===== src/rtl/mul_step3_round_pkg.sv =====
// Shared constants, types and helpers for the final FP multiply stage
// (normalize, round, pack to binary32).
package mul_step3_round_pkg;

    localparam int unsigned EXP_W  = 8;
    localparam int unsigned MAN_W  = 23;
    localparam int unsigned BIAS   = 127;
    localparam int unsigned SIG_W  = MAN_W + 1;
    localparam int unsigned PROD_W = 2 * SIG_W;
    localparam int unsigned FP_W   = 1 + EXP_W + MAN_W;
    localparam int unsigned EINT_W = EXP_W + 2;
    localparam int unsigned FLAG_W = 5;
    localparam int unsigned FRM_W  = 3;

    localparam int unsigned FLAG_NV = 4;
    localparam int unsigned FLAG_DZ = 3;
    localparam int unsigned FLAG_OF = 2;
    localparam int unsigned FLAG_UF = 1;
    localparam int unsigned FLAG_NX = 0;

    typedef enum logic [FRM_W-1:0] {
        FRM_RNE = 3'b000,
        FRM_RTZ = 3'b001,
        FRM_RDN = 3'b010,
        FRM_RUP = 3'b011,
        FRM_RMM = 3'b100
    } frm_e;

    typedef struct packed {
        logic             sign;
        logic [EXP_W-1:0] expo;
        logic [MAN_W-1:0] frac;
    } fp32_t;

    // Operand set handed from the exponent-add stage to the rounder
    typedef struct packed {
        logic              sign;
        logic [EXP_W-1:0]  expo;
        logic              ovf;
        logic              unf;
        logic              zero;
        logic [PROD_W-1:0] product;
        logic [FRM_W-1:0]  frm;
    } rnd_in_t;

    localparam logic [EXP_W-1:0] EXP_MAX    = 8'hFF;
    localparam logic [EXP_W-1:0] EXP_MAXFIN = EXP_W'(2 * BIAS);

    localparam fp32_t FP_QNAN   = '{sign: 1'b0, expo: EXP_MAX,    frac: {1'b1, {(MAN_W-1){1'b0}}}};
    localparam fp32_t FP_INF    = '{sign: 1'b0, expo: EXP_MAX,    frac: '0};
    localparam fp32_t FP_MAXFIN = '{sign: 1'b0, expo: EXP_MAXFIN, frac: '1};

    function automatic fp32_t fp_pack(input logic s, input logic [EXP_W-1:0] e,
                                      input logic [MAN_W-1:0] f);
        fp32_t r;
        r.sign = s;
        r.expo = e;
        r.frac = f;
        return r;
    endfunction

    function automatic fp32_t fp_signed(input fp32_t base, input logic s);
        fp32_t r;
        r      = base;
        r.sign = s;
        return r;
    endfunction

    // NV and DZ can never be raised by a multiply rounding step
    function automatic logic [FLAG_W-1:0] mk_flags(input logic of, input logic uf,
                                                   input logic nx);
        logic [FLAG_W-1:0] f;
        f          = '0;
        f[FLAG_NV] = 1'b0;
        f[FLAG_DZ] = 1'b0;
        f[FLAG_OF] = of;
        f[FLAG_UF] = uf;
        f[FLAG_NX] = nx;
        return f;
    endfunction

endpackage


===== src/rtl/mul_step3_round_if.sv =====
// Handshake and payload bundle between the exponent stage, this rounding
// stage and FPU writeback.
interface mul_step3_round_if;
    import mul_step3_round_pkg::*;

    logic              valid_in;
    logic              ready_out;
    logic              sign_in;
    logic [EXP_W-1:0]  exp_in;
    logic              ovf_in;
    logic              unf_in;
    logic              zero_in;
    logic [PROD_W-1:0] product_in;
    logic [FRM_W-1:0]  frm;
    logic              valid_out;
    logic              ready_in;
    logic [FP_W-1:0]   result;
    logic [FLAG_W-1:0] flags;

    modport master (
        output valid_in, sign_in, exp_in, ovf_in, unf_in, zero_in, product_in, frm,
        output ready_in,
        input  ready_out, valid_out, result, flags
    );

    modport slave (
        input  valid_in, sign_in, exp_in, ovf_in, unf_in, zero_in, product_in, frm,
        input  ready_in,
        output ready_out, valid_out, result, flags
    );

endinterface


===== src/rtl/mul_round_unit.sv =====
// Combinational normalize, round and special-case packing of a 48-bit
// significand product into a binary32 result with exception flags.
module mul_round_unit
    import mul_step3_round_pkg::*;
(
    input  rnd_in_t            op_i,
    output fp32_t              res_c_o,
    output logic [FLAG_W-1:0]  flags_c_o
);

    localparam logic signed [EINT_W-1:0] E_MIN_NORM = EINT_W'(1);
    localparam logic signed [EINT_W-1:0] E_OVF      = EINT_W'(EXP_MAX);

    logic [MAN_W-1:0]         man;
    logic                     guard;
    logic                     sticky;
    logic                     inexact;
    logic                     inc;
    logic                     to_inf;
    logic [MAN_W:0]           man_rnd;
    logic signed [EINT_W-1:0] e_norm;
    logic signed [EINT_W-1:0] e_fin;

    // Product of two [1,2) significands lies in [1,4): at most one right shift
    always_comb begin
        if (op_i.product[PROD_W-1]) begin
            man    = op_i.product[PROD_W-2 -: MAN_W];
            guard  = op_i.product[PROD_W-2-MAN_W];
            sticky = |op_i.product[PROD_W-3-MAN_W:0];
            e_norm = EINT_W'(op_i.expo) + EINT_W'(1);
        end else begin
            man    = op_i.product[PROD_W-3 -: MAN_W];
            guard  = op_i.product[PROD_W-3-MAN_W];
            sticky = |op_i.product[PROD_W-4-MAN_W:0];
            e_norm = EINT_W'(op_i.expo);
        end
    end

    // Round increment and overflow saturation direction; unknown modes act as RNE
    always_comb begin
        inexact = guard | sticky;
        inc     = guard & (sticky | man[0]);
        to_inf  = 1'b1;
        case (op_i.frm)
            FRM_RTZ: begin
                inc    = 1'b0;
                to_inf = 1'b0;
            end
            FRM_RDN: begin
                inc    = op_i.sign & inexact;
                to_inf = op_i.sign;
            end
            FRM_RUP: begin
                inc    = ~op_i.sign & inexact;
                to_inf = ~op_i.sign;
            end
            FRM_RMM: inc = guard;
            default: ;
        endcase
        man_rnd = {1'b0, man} + (MAN_W+1)'(inc);
        e_fin   = e_norm + EINT_W'(man_rnd[MAN_W]);
    end

    // A rounding carry leaves the fraction field all-zero, so man_rnd is used as is
    always_comb begin
        res_c_o   = fp_pack(op_i.sign, e_fin[EXP_W-1:0], man_rnd[MAN_W-1:0]);
        flags_c_o = mk_flags(1'b0, 1'b0, inexact);
        if (op_i.zero) begin
            res_c_o   = fp_pack(op_i.sign, '0, '0);
            flags_c_o = '0;
        end else if (op_i.unf || (e_fin < E_MIN_NORM)) begin
            res_c_o   = fp_pack(op_i.sign, '0, '0);
            flags_c_o = mk_flags(1'b0, 1'b1, 1'b1);
        end else if (op_i.ovf || (e_fin >= E_OVF)) begin
            res_c_o   = to_inf ? fp_signed(FP_INF, op_i.sign)
                               : fp_signed(FP_MAXFIN, op_i.sign);
            flags_c_o = mk_flags(1'b1, 1'b0, 1'b1);
        end
    end

endmodule


===== src/rtl/mul_step3_round.sv =====
// Final FP multiply stage: rounds the incoming product and holds the packed
// result in a one-deep output register with a valid/ready handshake.
module mul_step3_round
    import mul_step3_round_pkg::*;
(
    input  logic             CLK,
    input  logic             nRST,
    mul_step3_round_if.slave rnd_if
);

    rnd_in_t           op;
    fp32_t             res_c;
    logic [FLAG_W-1:0] flags_c;
    logic              ready_c;
    logic              take_c;
    logic              drain_c;

    logic              valid_q;
    logic              valid_d;
    fp32_t             result_q;
    fp32_t             result_d;
    logic [FLAG_W-1:0] flags_q;
    logic [FLAG_W-1:0] flags_d;

    always_comb begin
        op         = '0;
        op.sign    = rnd_if.sign_in;
        op.expo    = rnd_if.exp_in;
        op.ovf     = rnd_if.ovf_in;
        op.unf     = rnd_if.unf_in;
        op.zero    = rnd_if.zero_in;
        op.product = rnd_if.product_in;
        op.frm     = rnd_if.frm;
    end

    mul_round_unit u_round (
        .op_i      (op),
        .res_c_o   (res_c),
        .flags_c_o (flags_c)
    );

    // Accepting while draining keeps the stage at full throughput
    assign ready_c = rnd_if.ready_in | ~valid_q;
    assign take_c  = rnd_if.valid_in & ready_c;
    assign drain_c = valid_q & rnd_if.ready_in;

    always_comb begin
        valid_d  = valid_q;
        result_d = result_q;
        flags_d  = flags_q;
        if (take_c) begin
            valid_d  = 1'b1;
            result_d = res_c;
            flags_d  = flags_c;
        end else if (drain_c) begin
            valid_d = 1'b0;
        end
    end

    always_ff @(posedge CLK or negedge nRST) begin
        if (!nRST) begin
            valid_q  <= 1'b0;
            result_q <= '0;
            flags_q  <= '0;
        end else begin
            valid_q  <= valid_d;
            result_q <= result_d;
            flags_q  <= flags_d;
        end
    end

    assign rnd_if.ready_out = ready_c;
    assign rnd_if.valid_out = valid_q;
    assign rnd_if.result    = result_q;
    assign rnd_if.flags     = flags_q;

endmodule

===== src/flat_wrapper.sv =====
// flat-port wrapper written by rule: the top's interface ports become plain ports
module mul_step3_round_flat import mul_step3_round_pkg::*;
  (CLK, nRST, rnd_if_valid_in, rnd_if_sign_in, rnd_if_exp_in, rnd_if_ovf_in, rnd_if_unf_in, rnd_if_zero_in, rnd_if_product_in, rnd_if_frm, rnd_if_ready_in, rnd_if_ready_out, rnd_if_valid_out, rnd_if_result, rnd_if_flags);
  mul_step3_round_if rnd_if_i ();
  input  logic CLK;
  input  logic nRST;
  input wire logic [$bits(rnd_if_i.valid_in)-1:0] rnd_if_valid_in;
  input wire logic [$bits(rnd_if_i.sign_in)-1:0] rnd_if_sign_in;
  input wire logic [$bits(rnd_if_i.exp_in)-1:0] rnd_if_exp_in;
  input wire logic [$bits(rnd_if_i.ovf_in)-1:0] rnd_if_ovf_in;
  input wire logic [$bits(rnd_if_i.unf_in)-1:0] rnd_if_unf_in;
  input wire logic [$bits(rnd_if_i.zero_in)-1:0] rnd_if_zero_in;
  input wire logic [$bits(rnd_if_i.product_in)-1:0] rnd_if_product_in;
  input wire logic [$bits(rnd_if_i.frm)-1:0] rnd_if_frm;
  input wire logic [$bits(rnd_if_i.ready_in)-1:0] rnd_if_ready_in;
  output wire logic [$bits(rnd_if_i.ready_out)-1:0] rnd_if_ready_out;
  output wire logic [$bits(rnd_if_i.valid_out)-1:0] rnd_if_valid_out;
  output wire logic [$bits(rnd_if_i.result)-1:0] rnd_if_result;
  output wire logic [$bits(rnd_if_i.flags)-1:0] rnd_if_flags;
  assign rnd_if_i.valid_in = rnd_if_valid_in;
  assign rnd_if_i.sign_in = rnd_if_sign_in;
  assign rnd_if_i.exp_in = rnd_if_exp_in;
  assign rnd_if_i.ovf_in = rnd_if_ovf_in;
  assign rnd_if_i.unf_in = rnd_if_unf_in;
  assign rnd_if_i.zero_in = rnd_if_zero_in;
  assign rnd_if_i.product_in = rnd_if_product_in;
  assign rnd_if_i.frm = rnd_if_frm;
  assign rnd_if_i.ready_in = rnd_if_ready_in;
  assign rnd_if_ready_out = rnd_if_i.ready_out;
  assign rnd_if_valid_out = rnd_if_i.valid_out;
  assign rnd_if_result = rnd_if_i.result;
  assign rnd_if_flags = rnd_if_i.flags;
  mul_step3_round u_core (.CLK(CLK), .nRST(nRST), .rnd_if(rnd_if_i));
endmodule

===== config.mk =====
export PLATFORM = sky130hd
export DESIGN_NAME = mul_step3_round_flat
export DESIGN_NICKNAME = d
export VERILOG_FILES = /design/src/rtl/mul_step3_round_pkg.sv /design/src/rtl/mul_step3_round_if.sv /design/src/rtl/mul_round_unit.sv /design/src/rtl/mul_step3_round.sv /design/src/flat_wrapper.sv
export SDC_FILE = /design/constraint.sdc
export NUM_CORES = 1
export LEC_CHECK = 0
export BUFFER_PORTS_ARGS = -buffer_cell sky130_fd_sc_hd__buf_2
export CORE_ASPECT_RATIO = 0.7
export CORE_MARGIN = 5
export CORE_UTILIZATION = 45
export DETAILED_ROUTE_END_ITERATION = 12
export PLACE_DENSITY = 0.85
export SYNTH_ARGS = -nofsm -noshare
export SYNTH_HDL_FRONTEND = slang
export SYNTH_SLANG_ARGS = --single-unit

===== constraint.sdc =====
create_clock -name CLK -period 1.4 [get_ports CLK]
set_clock_uncertainty 0.1 [all_clocks]
set_input_delay 0.21 -clock CLK [delete_from_list [all_inputs] [get_ports CLK]]
set_output_delay 0.21 -clock CLK [all_outputs]
set_load 0.005 [all_outputs]

* Word-level counts from Yosys, hierarchy flattened
Cells that the tools add are included.
** Word-level totals
- Word-level logic and storage cells :: 44
- Register bits after elaboration :: 38
- Input port bits :: 67
** Cells by class
- Mux-type cells :: 15
- Bitwise gates (word level) :: 10
- Equality and inequality tests :: 4
- Order comparisons :: 2
- Reduce and logical (&&, ||, !) cells :: 5
- Add/sub/neg operators :: 3
** Operators with widths (number)
- 31-bit 2-to-1 mux :: 3
- 23-bit by 1-bit adder with 24-bit output :: 1
- 24-bit 2-to-1 mux :: 1
- 23-bit 2-to-1 mux :: 1
- 23-bit OR reduction :: 1
- 22-bit OR reduction :: 1
- 10-bit by 1-bit adder with 10-bit output :: 1
- 10-bit by 9-bit >= comparator with 1-bit output (second input constant) :: 1
- 10-bit by 2-bit less-than comparator with 1-bit output (second input constant) :: 1
- 8-bit by 1-bit adder with 9-bit output (second input constant) :: 1
- 3-bit 2-to-1 mux :: 3
- 9-bit 2-to-1 mux :: 1
- 3-bit by 2-bit == test with 1-bit output (second input constant) :: 2
- 1-bit AND :: 5
- 1-bit 2-to-1 mux :: 4
- 1-bit case mux with 4 select lines :: 1
- 3-bit by 1-bit == test with 1-bit output (second input constant) :: 1
- 3-bit == test (second input constant) :: 1
- 1-bit OR :: 3
- 1-bit case mux with 3 select lines :: 1
- 1-bit logical OR :: 2
- 1-bit NOT :: 2
- 2-bit nonzero test :: 1

* Depth between registers and ports, before layout
- Depth in word-level cells :: 12
- Mapped depth :: 25

* Hierarchy
From an unflattened synthesis, not the netlist that was laid out.
** Unflattened totals
- Cells, all modules :: 388
- Area total of the unflattened synthesis :: 3826.2 µm²
** Modules (own cells, without submodules)
- mul_round_unit :: area an instance 2253.4 µm², cells an instance 307, times used 1
- mul_step3_round :: area an instance 1572.8 µm², cells an instance 81, times used 1

* Worst setup path after synthesis
No wires, ideal clock.
- Path kind :: in2reg
- From :: input port rnd_if_product_in[47]
- To :: register u_core.result_q (netlist bit u_core.rnd_if.result[10])
- Arrival :: 5.006 ns
- Library setup time :: 0.122 ns
- Data required time :: 1.178 ns
- Cell stages on the path :: 23
- Slack :: -3.827 ns
- Cell sequence :: buf_2 -> buf_1 -> buf_1 -> mux2i_1 -> o32a_1 -> nor2_1 -> ha_1 -> nand4_1 -> nor4b_1 -> clkbuf_1 -> nand4_1 -> nor2_1 -> ha_1 -> ha_1 -> nand2_1 -> o21a_2 -> or4_1 -> a31oi_1 -> o2111ai_2 -> nand2_2 -> buf_4 -> o21ai_2 -> a32o_1
** Between the ends
- Longest elaborated chain between the ends :: 11
- Elaborated cells on any way between the ends :: 19
- Those cells by class :: add/sub (2); order compare (2); mux (8); bitwise (5); reduce/logical (2)
** RTL lines
- from (decl) :: line flat_wrapper.sv:13 : input wire logic [$bits(rnd_if_i.product_in)-1:0] rnd_if_product_in;
- 1-bit 2-to-1 mux or 23-bit 2-to-1 mux (tied branches) :: line mul_round_unit.sv:26 : if (op_i.product[PROD_W-1]) begin
- 1-bit OR, on equally long branches :: line mul_round_unit.sv:42, mul_round_unit.sv:41
- 1-bit AND, on equally long branches :: line mul_round_unit.sv:42, mul_round_unit.sv:50, mul_round_unit.sv:54
- 1-bit case mux with 4 select lines :: line mul_round_unit.sv:44 : case (op_i.frm)
- 23-bit by 1-bit adder with 24-bit output :: line mul_round_unit.sv:60 : man_rnd = {1'b0, man} + (MAN_W+1)'(inc);
- 10-bit by 1-bit adder with 10-bit output :: line mul_round_unit.sv:61 : e_fin = e_norm + EINT_W'(man_rnd[MAN_W]);
- 10-bit by 9-bit >= comparator with 1-bit output :: line mul_round_unit.sv:74 : end else if (op_i.ovf || (e_fin >= E_OVF)) begin
- 1-bit logical OR :: line mul_round_unit.sv:74
- 31-bit 2-to-1 mux :: line mul_round_unit.sv:74
- 31-bit 2-to-1 mux (*) :: line mul_round_unit.sv:71 : end else if (op_i.unf || (e_fin < E_MIN_NORM)) begin
- 31-bit 2-to-1 mux (*) :: line mul_round_unit.sv:68 : if (op_i.zero) begin
- to (signal assigned) :: line mul_step3_round.sv:67 : result_q <= result_d;
- to (decl) :: line mul_step3_round.sv:20 : fp32_t result_q;
Mark *: on every way between the ends. The rest lies on a longest branch, timed or not.
A chain may end at the register's enable or synchronous reset.

* Final worst setup path
- From :: input port rnd_if_product_in[47]
- To :: register u_core.result_q (netlist bit u_core.rnd_if.result[18])
Same word-level chain as after synthesis.

==> flow_summary.toml <==
[timing]
slew_headroom = 0.6046
worstMarginPinSlew_ns = 0.5932
worst_slack_ns = -2.761
rsz0062_at_grt = "true"
finalCritPeriodShare = 2.972
hold_viol = 0
maxSlewViolCount = 0
clock.fmax_mhz = 240.3
setup_tns_ns = -92.35
finalSetupViolCount = 34
hold_slack_ns = 0.009157
layout_min_cycle_time_ns = 4.161

[clocking]
cts_buffers = 5
cts.sinks = 36
path_clk_slew_ns = 0.08
cts_buffer_depth = 2
cts_root_buf = "clkbuf_8"
clock_latency_ns = 0.29
htreeDepth = 2
cts_tree = "yes"

[logic_synthesis]
synthCells = 405
synth_mux_area_frac = 0.05176
yosysWarningCount = 0
syn_area_um2 = 3384
synth_xor_area_frac = 0.1320
synth_top_family_by_area = "compound AO/OA/AOI/OAI gates"
ys_ff_latch = 36
synth_flop_cell = "dfrtp_1"
avgSynthCellArea_um2 = 8.357
async_flop_share = 1.000
synth_compound_area_frac = 0.2410
seq_area_frac_synth = 0.2662
synth_enable_flop_cells = 0
yosys.area_share.adder = 0.01848
synthSimpleGateAreaFrac = 0.2314
synthDistinctLibCells = 62

[final_layout]
nFillCells = 532
diodes = 0
final_common_cell = "buf_4"
multi_input_area_um2 = 2485
syn2layout_area_growth_pct = 51.68
regArea_um2 = 900.9
mostFrequentLayoutCells = "buf_4, buf_2, dfrtp_1, nand2_1, xnor2_1"
drive_gt1_frac = 0.4841
nets = 670

[worst_hold_path]
hold_start = "rnd_if_zero_in"
hold_class = "in2reg"

[die]
die_area_um2 = 9383
core_area_um2 = 7320
die_x_um = 113.7
floorplan.rows = 26
ios = 106
start_util = 0.4624
die_y_um = 82.56

[power_and_ir_drop]
seqPwrFrac = 0.356
switching_share = 0.3193
p_leak_nw = 2.404
switchingPower_mw = 1.055
ir_drop_v = 0.0004592
power_mw = 3.305
comb_power_share = 0.371
power_density_nw_per_um2 = 643.9
clkPwrFrac = 0.274
p_int_mw = 2.250

[place]
portBuffers = 103
gp_congestion = 0.8945
dp_hpwl_um = 8978

[setup_path]
ff2ff_setup_slack_ns = -0.05
reg2reg_from = "u_core.rnd_if.valid_out"
crit_path_cell_trace = "buf_6 > mux2_4 > o32ai_2 > a21boi_2 > o32a_1 > nor2_2 > ha_2 > nand4_1 > nor4b_4 > nand4_1 > nor2_1 > ha_2 > ha_4 > nand2_1 > o21a_2 > or4_4 > a31oi_4 > o2111ai_4 > a211o_4 > buf_6 > o21ai_2 > a32o_2"
worstPathMaxFanout = 7
start_kind = "input port"
slowest_stage = "or4_4"
critical-path-max-stage-delay_ns = 0.49
cp-startpoint = "rnd_if_product_in[47]"
critPathArrivalTime_ns = 4.29
worstSetupPathType = "in2reg"
worstPathRequired_ns = 1.53
critPathCaptureType = "flop"

[detailed_routing]
drc = 0
first_pass_iters = 6
drt_iter0_markers = 517
wirelength_um = 12180
vias = 4054
drtAntennaViolNets = 0
wl_per_cell_um = 17.47
routed_via_density = 5.816

[global_route]
grt_max_degree = 60
antenna_found_initial = 0
grt_util_all_layers = 0.2478
grt_pass1_vias = 3897
grt_overflow = 0
grt_pass1_wl_um = 18800

[job]
cap_violations = 0

[run_status]
violations = "setup timing"
outcome = "finished with violations"
==> registers in the layout (all words and copies together) (netlist names) <==
signal and cells:
u_core.rnd_if.result 32, u_core.rnd_if.flags 3, u_core.rnd_if.valid_out 1
==> metal layers <==
layer,global-route usage,share of wire,up-vias
met5,0,0,-
met4,0.06483,0.022,0
met3,0.05535,0.093,24
met2,0.4289,0.47,221
met1,0.3160,0.41,1919
li1,-,-,1890
==> power by group through the flow <==
stage / sequential (mW) / combinational, mW / clock, mW
after floorplan: 1.19 / 0.538 / 0
after global placement: 1.19 / 1.06 / 0
after detailed placement: 1.19 / 1.11 / 0
after CTS: 1.17 / 1.17 / 0.914
after global routing: 1.18 / 1.32 / 0.954
final: 1.18 / 1.22 / 0.905
==> metrics by stage <==
stage / util / std cells / worst slack (ns) / instance area (um^2)
2_1_floorplan: - / 406 / -3.110 / 3462
3_3_place_gp: 0.6456 / 676 / -2.879 / 4726
3_5_place_dp: 0.6456 / 676 / -3.119 / 4726
4_1_cts: 0.6851 / 693 / -2.768 / 5015
5_1_grt: 0.7014 / 697 / -2.940 / 5134
6_report: 0.7014 / 697 / -2.761 / 5134
==> final cells by class <==
class,count,area share
clock buffers,5,0.01340
clock inverters,3,0.008287
inverters,4,0.002925
multi-input cells,330,0.4840
flip-flops and latches,36,0.1755
well taps,98,0.02389
repair buffers,221,0.2920
==> logic make-up (layout without fill, tap and decap cells) <==
| logic type | after synthesis | in the layout |
|---|---|---|
| AO/OA/AOI/OAI | 105 | 105 |
| XOR/XNOR | 51 | 51 |
| adder cells (fa/ha/maj) | 5 | 5 |
| buffers and inverters | 40 | 233 |
| flip-flops | 36 | 36 |
| multiplexers | 17 | 17 |
| other | 1 | 2 |
| AND/OR/NAND/NOR | 150 | 150 |
==> cell usage after synthesis (13+ instances only) <==
master	count	share of area
dfrtp_1	36	0.27
a32o_1	22	0.065
nand3_1	22	0.033
o21ai_0	22	0.033
xnor2_1	29	0.075
o21ai_2	18	0.047
clkbuf_1	21	0.023
xor2_1	22	0.057
nand2_1	36	0.040
a21oi_1	15	0.022
mux2i_1	13	0.038
nand4_1	20	0.037
nor2_1	31	0.034
==> worst paths after layout <==
check | cells after the start | to
worst min register to register | 2 | u_core.rnd_if.result[26]
worst max register to register | 6 | u_core.rnd_if.result[1]
worst max-delay path | 22 | u_core.rnd_if.result[18]
min in group asynchronous | 2 | u_core.rnd_if.result[13]
worst min-delay path | 2 | u_core.rnd_if.flags[1]
max in group asynchronous | 3 | u_core.rnd_if.valid_out
==> critical path: cells and delay by family <==
kind            cells  cell delay [ns]
compound gates      9             1.62
fa+ha+maj           3             0.59
buf+inv             2             0.25
mux                 1             0.20
simple gates        7             1.43
==> what timing repair did <==
item                                   CTS  global route
cloned                                   2             0
pin swaps                               36            22
hold buffers                             1             0
buffers inserted                         6             4
endpoints found under the hold margin   15             0
gates resized for setup                 28            18
setup endpoints to repair               34            34
Power figures use the tool's default switching activity.
